File: src/rtl/ddc_stream_arbiter.sv
// ddc_stream_arbiter: round-robin merge of NCH ddc sample streams into one
// 16-bit word stream (I word then Q word per sample), with sticky overrun flags.
module ddc_stream_arbiter #(
   parameter int NCH = 4,
   parameter int OSZ = 16,
   parameter int CSZ = 2
) (
   input  logic               clk,
   input  logic               reset_n,
   input  logic [NCH-1:0]     ch_en,
   input  logic [NCH-1:0]     ch_valid,
   input  logic [NCH*OSZ-1:0] ch_i,
   input  logic [NCH*OSZ-1:0] ch_q,
   input  logic               ovf_clr,
   input  logic               out_ready,
   output logic               out_valid,
   output logic [OSZ-1:0]     out_data,
   output logic [CSZ-1:0]     out_chan,
   output logic               out_last,
   output logic [NCH-1:0]     ovf
);

   typedef enum logic [1:0] {IDLE, SEND_I, SEND_Q} state_t;

   state_t               state_q, state_d;
   logic [2*OSZ-1:0]     slot_q [NCH];
   logic [2*OSZ-1:0]     shadow_q, shadow_d;
   logic [NCH-1:0]       pend_q, pend_d;
   logic [NCH-1:0]       ovf_q, ovf_d;
   logic [CSZ-1:0]       rr_q, rr_d;
   logic [CSZ-1:0]       chan_q, chan_d;
   logic [NCH-1:0]       elig, cap, gnt, ovr, wr;
   logic [CSZ-1:0]       gidx, idx;
   logic                 found, grant_en, do_grant;

   // A disabled channel is never granted, even if its pend bit is still set.
   assign elig = pend_q & ch_en;
   assign cap  = ch_valid & ch_en;

   always_comb begin
      found = 1'b0;
      gidx  = '0;
      idx   = '0;
      for (int i = 1; i <= NCH; i++) begin
         idx = CSZ'((int'(rr_q) + i) % NCH);
         if (!found && elig[idx]) begin
            found = 1'b1;
            gidx  = idx;
         end
      end
   end

   always_comb begin
      state_d  = state_q;
      grant_en = 1'b0;
      case (state_q)
         IDLE: begin
            grant_en = 1'b1;
            if (found) state_d = SEND_I;
         end
         SEND_I: begin
            if (out_ready) state_d = SEND_Q;
         end
         SEND_Q: begin
            if (out_ready) begin
               grant_en = 1'b1;
               state_d  = found ? SEND_I : IDLE;
            end
         end
         default: state_d = IDLE;
      endcase
   end

   assign do_grant = grant_en & found;
   assign gnt      = do_grant ? (NCH'(1) << gidx) : '0;
   assign ovr      = cap & pend_q & ~gnt;
   // Slot is overwritten only when empty or being drained this cycle.
   assign wr       = cap & (~pend_q | gnt);

   always_comb begin
      pend_d   = (pend_q & ~gnt) | cap;
      pend_d   = pend_d & ch_en;
      ovf_d    = ovr | (ovf_q & {NCH{~ovf_clr}});
      rr_d     = do_grant ? gidx : rr_q;
      chan_d   = do_grant ? gidx : chan_q;
      shadow_d = do_grant ? slot_q[gidx] : shadow_q;
   end

   always_ff @(posedge clk or negedge reset_n) begin
      if (!reset_n) begin
         state_q  <= IDLE;
         pend_q   <= '0;
         ovf_q    <= '0;
         rr_q     <= CSZ'(NCH - 1);
         chan_q   <= '0;
         shadow_q <= '0;
         for (int k = 0; k < NCH; k++) slot_q[k] <= '0;
      end else begin
         state_q  <= state_d;
         pend_q   <= pend_d;
         ovf_q    <= ovf_d;
         rr_q     <= rr_d;
         chan_q   <= chan_d;
         shadow_q <= shadow_d;
         for (int k = 0; k < NCH; k++) begin
            if (wr[k]) slot_q[k] <= {ch_i[k*OSZ +: OSZ], ch_q[k*OSZ +: OSZ]};
         end
      end
   end

   assign out_valid = (state_q != IDLE);
   assign out_last  = (state_q == SEND_Q);
   assign out_data  = (state_q == SEND_Q) ? shadow_q[OSZ-1:0] : shadow_q[2*OSZ-1:OSZ];
   assign out_chan  = chan_q;
   assign ovf       = ovf_q;

endmodule

File: config.mk
export PLATFORM = sky130hd
export DESIGN_NAME = ddc_stream_arbiter
export DESIGN_NICKNAME = d
export VERILOG_FILES = /design/src/rtl/ddc_stream_arbiter.sv
export SDC_FILE = /design/constraint.sdc
export NUM_CORES = 1
export LEC_CHECK = 0
export CAP_MARGIN = 20
export CORE_MARGIN = 3
export CORE_UTILIZATION = 60
export CTS_BUF_LIST = sky130_fd_sc_hd__clkbuf_16
export CTS_CLUSTER_SIZE = 10
export DETAILED_ROUTE_END_ITERATION = 7
export DONT_BUFFER_PORTS = 1
export PLACE_DENSITY = 0.8
export SLEW_MARGIN = 15
export SYNTH_ARGS = -nofsm -noshare
export SYNTH_HDL_FRONTEND = slang
export SYNTH_SLANG_ARGS = --single-unit
File: constraint.sdc
create_clock -name clk -period 6.18 [get_ports clk]
set_clock_uncertainty 0.15 [all_clocks]
set_input_delay 0.927 -clock clk [delete_from_list [all_inputs] [get_ports clk]]
set_output_delay 0.927 -clock clk [all_outputs]
set_load 0.03 [all_outputs]
==> metrics.txt <==
# TYPE chip_impl_metric gauge
chip_impl_info{name="status",value="finished clean"} 1
chip_impl_metric{name="yosys-mux-area-fraction",unit=""} 0.3066
chip_impl_metric{name="die_width",unit="µm"} 119.6
chip_impl_info{name="cts_tree",value="yes"} 1
chip_impl_metric{name="layout-area-overhead-vs-synth",unit="%"} 9.950
chip_impl_metric{name="postCtsSetupBuffers",unit=""} 0
chip_impl_metric{name="seq_area_frac_synth",unit=""} 0.5624
chip_impl_metric{name="yosys_register_bits",unit=""} 174
chip_impl_metric{name="p_per_area",unit="mW/mm²"} 491.6
chip_impl_metric{name="synthesis.area_per_instance",unit="µm²"} 14.03
chip_impl_metric{name="postCtsResizedCells",unit=""} 0
chip_impl_metric{name="gpl.final_weighted_congestion",unit=""} 0.9365
chip_impl_info{name="critPathKind",value="register to register"} 1
chip_impl_metric{name="initial_core_util",unit=""} 0.6292
chip_impl_metric{name="floorplan.die_area",unit="mm²"} 0.01431
chip_impl_metric{name="worst_skew_pair.late_latency",unit="ns"} 0.42
chip_impl_metric{name="die_height",unit="µm"} 119.6
chip_impl_info{name="ys_top_cells_by_count",value="172 x dfrtp_1, 114 x mux2_2, 64 x mux2i_1"} 1
chip_impl_metric{name="final_antenna_net_count",unit=""} 0
chip_impl_info{name="crit_path_end_kind",value="register"} 1
chip_impl_metric{name="post_synthesis_share_of_cell_area_spent_on_full_adders_half_adders_and_majority_gates",unit=""} 0
chip_impl_metric{name="postSynthCellCount",unit=""} 552
chip_impl_metric{name="ys.warnings.count",unit=""} 0
chip_impl_metric{name="timing.max_slew.rel_slack",unit=""} 0.3070
chip_impl_metric{name="nets",unit=""} 683
chip_impl_info{name="grt_setup_unrepaired",value="no"} 1
chip_impl_metric{name="grt_first_pass_wirelength",unit="µm"} 28800
chip_impl_info{name="synth_top_family_by_area",value="multiplexers"} 1
chip_impl_metric{name="detail_route.first_pass.iterations",unit=""} 5
chip_impl_metric{name="worstPathRequired",unit="ns"} 6.33
chip_impl_metric{name="finalMaxSlewViolations",unit=""} 0
chip_impl_metric{name="cp_data_arrival_time",unit="ns"} 3.40
chip_impl_info{name="start_kind",value="register"} 1
chip_impl_metric{name="setup_tns",unit="ns"} 0
chip_impl_metric{name="floorplan.io_pins",unit=""} 164
chip_impl_metric{name="report.final.setup_viol",unit=""} 0
chip_impl_info{name="dominant_cell_type_by_area_after_synthesis",value="dfrtp_1"} 1
chip_impl_metric{name="report.final.hold_viol_count",unit=""} 0
chip_impl_metric{name="synth.distinct_cells",unit=""} 38
chip_impl_metric{name="layout.filler_cells",unit=""} 844
chip_impl_metric{name="pin_count_of_the_biggest_net_entering_global_routing",unit=""} 175
chip_impl_metric{name="htree_num_levels",unit=""} 4
chip_impl_metric{name="gr-usage-all-layers",unit=""} 0.2634
chip_impl_metric{name="synthesis.area",unit="mm²"} 0.007746
chip_impl_metric{name="cts-root-to-sink-buffers",unit=""} 2
chip_impl_metric{name="placementRows",unit=""} 40
chip_impl_metric{name="synthXorXnorAreaFrac",unit=""} 0
chip_impl_metric{name="path_max_fanout",unit=""} 32
chip_impl_metric{name="cts_made_buffers",unit=""} 17
chip_impl_metric{name="synth_simple_gate_area_share",unit=""} 0.04313
chip_impl_metric{name="cts.clk_slew.worst_paths",unit="ns"} 0.07
chip_impl_metric{name="multiInputGateArea",unit="mm²"} 0.003212
chip_impl_metric{name="synth-edff-count",unit=""} 0
chip_impl_metric{name="viasPerCell",unit=""} 6.343
chip_impl_metric{name="core_area",unit="mm²"} 0.01231
chip_impl_metric{name="gr-total-overflow",unit=""} 0
chip_impl_metric{name="tritoncts_num_sinks",unit=""} 174
chip_impl_metric{name="worstRegToRegCells",unit=""} 5
chip_impl_info{name="synth.area.top_cells",value="dfrtp_1 56%, mux2_2 17%, mux2i_1 8.3%, mux2_4 5.8%, o221ai_1 3.6%"} 1
chip_impl_info{name="worstHoldPathType",value="input pin to async pin"} 1
chip_impl_metric{name="register_area",unit="mm²"} 0.004357
chip_impl_metric{name="synth-compound-area-share",unit=""} 0.06106
chip_impl_metric{name="fraction_of_synthesis_flops_using_an_asynchronous_set_or_reset_pin",unit=""} 1.000
chip_impl_metric{name="port_buffers",unit=""} 0
chip_impl_metric{name="fmax",unit="MHz"} 307.4
chip_impl_metric{name="syn-num-nets",unit=""} 692
chip_impl_metric{name="hold_buffers",unit=""} 0
chip_impl_info{name="clk_root_buffer_cell",value="clkbuf_16"} 1
chip_impl_metric{name="number_of_global_route_vias_before_repair",unit=""} 5004
chip_impl_metric{name="fin_area",unit="mm²"} 0.008517
chip_impl_metric{name="routed_wl",unit="µm"} 18240
chip_impl_metric{name="drt_drc_violations_left",unit=""} 0
chip_impl_metric{name="placedInstanceArea",unit="mm²"} 0.007850
chip_impl_metric{name="utilization",unit=""} 0.6918
chip_impl_metric{name="drt-initial-drc-count",unit=""} 367
chip_impl_metric{name="yosysTopAreaCellShare",unit=""} 0.5556
chip_impl_metric{name="power.total",unit="mW"} 4.187
chip_impl_metric{name="vdd.ir_drop.worst",unit="mV"} 0.2945
chip_impl_metric{name="timing_worst_slew_pin_value",unit="ns"} 1.038
chip_impl_metric{name="num_vias",unit=""} 4599
chip_impl_metric{name="detail_route.wl_per_cell",unit="µm"} 25.16
chip_impl_metric{name="antenna_found_initial",unit=""} 3
chip_impl_metric{name="fin_hold_ws",unit="ns"} 0.03851
chip_impl_metric{name="layout-drive-gt1-share",unit=""} 0.3489
chip_impl_info{name="yosys.cell_count.top_type",value="dfrtp_1"} 1
chip_impl_info{name="main_synth_ff_type",value="dfrtp_1"} 1
chip_impl_metric{name="power_leakage",unit="nW"} 3.876
chip_impl_metric{name="timing.final.crit_share",unit=""} 0.5264
chip_impl_metric{name="place_hpwl",unit="µm"} 12190
chip_impl_metric{name="max_cap_check_violation_count",unit=""} 0
chip_impl_metric{name="final.min_clock_period",unit="ns"} 3.253
## stage by stage
stage,cells,setup WS [ns]
after global routing,725,2.823
after CTS,723,2.918
after global placement,690,2.666
final,725,2.927
after detailed placement,691,2.569
after floorplan,552,3.111
## layout make-up
class                      count  share of cell area
multi-input combinational    337              0.3771
clock buffer                  17             0.04995
clock inverter                15             0.02483
sequential                   174              0.5115
antenna                        1           0.0002938
inverter                       7            0.003085
timing repair buffer           6            0.008521
tap                          168             0.02468
## cells by family (layout without fill, tap and decap cells)
group,after synthesis,after routing
muxes,208,208
DFF,174,174
and+or+nand+nor,72,72
AOI/OAI and AO/OA,57,57
buffers and inverters,41,45
other,0,1
## worst max-delay path, stage by stage, from the launching register on
cell,delay (ns)
dfstp_2,0.57
and4bb_2,0.25
a311o_1,0.34
o31ai_1,0.36
nand3_2,0.84
mux2_2,0.61
## routing by layer
layer | GRT usage | vias to the layer above | wire length, µm
li1 | - | 1995 | -
met1 | 0.3317 | 2404 | 7499
met2 | 0.4460 | 170 | 9283
met3 | 0.07257 | 26 | 1115
met4 | 0.08160 | 4 | 316
met5 | 0 | - | 27
## registers in the layout, summed over array words and instances (netlist names)
name	cells
out_chan	2
ovf	4
pend_q	4
rr_q	2
shadow_q	32
slot_q	128
state_q	2
## placed cells by master, fill, tap and decap left out, types with 2 or more instances in the layout
cell / instances
a22o_1: 3
a22oi_1: 2
and2_1: 3
buf_4: 4
bufinv_16: 4
clkbuf_16: 17
clkinv_4: 2
clkinvlp_4: 3
dfrtp_1: 172
dfstp_2: 2
inv_1: 8
inv_8: 3
mux2_2: 114
mux2_4: 30
mux2i_1: 64
nand2_1: 50
nand2b_1: 3
nand3_2: 2
nand3b_1: 2
nor2_1: 4
o211ai_1: 2
o21ai_0: 6
o221ai_1: 32
o22ai_1: 2
or2_2: 2
## power breakdown
part	internal [mW]	switching (mW)
sequential	1.51	0.263
combinational	0.587	0.682
clock	0.685	0.465
## path summary, 6_finish.rpt
path / to / from / slack (ns)
min: slot_q[29] / reset_n / 0.04
max: slot_q[37] / rr_q[0] / 2.93
min reg2reg: rr_q[1] / rr_q[1] / 0.34
max in group asynchronous: slot_q[83] / reset_n / 5.60
max reg2reg: slot_q[37] / rr_q[0] / 2.93
min in group clk: rr_q[1] / rr_q[1] / 0.34
No activity file was read; power rests on OpenSTA's default activity.
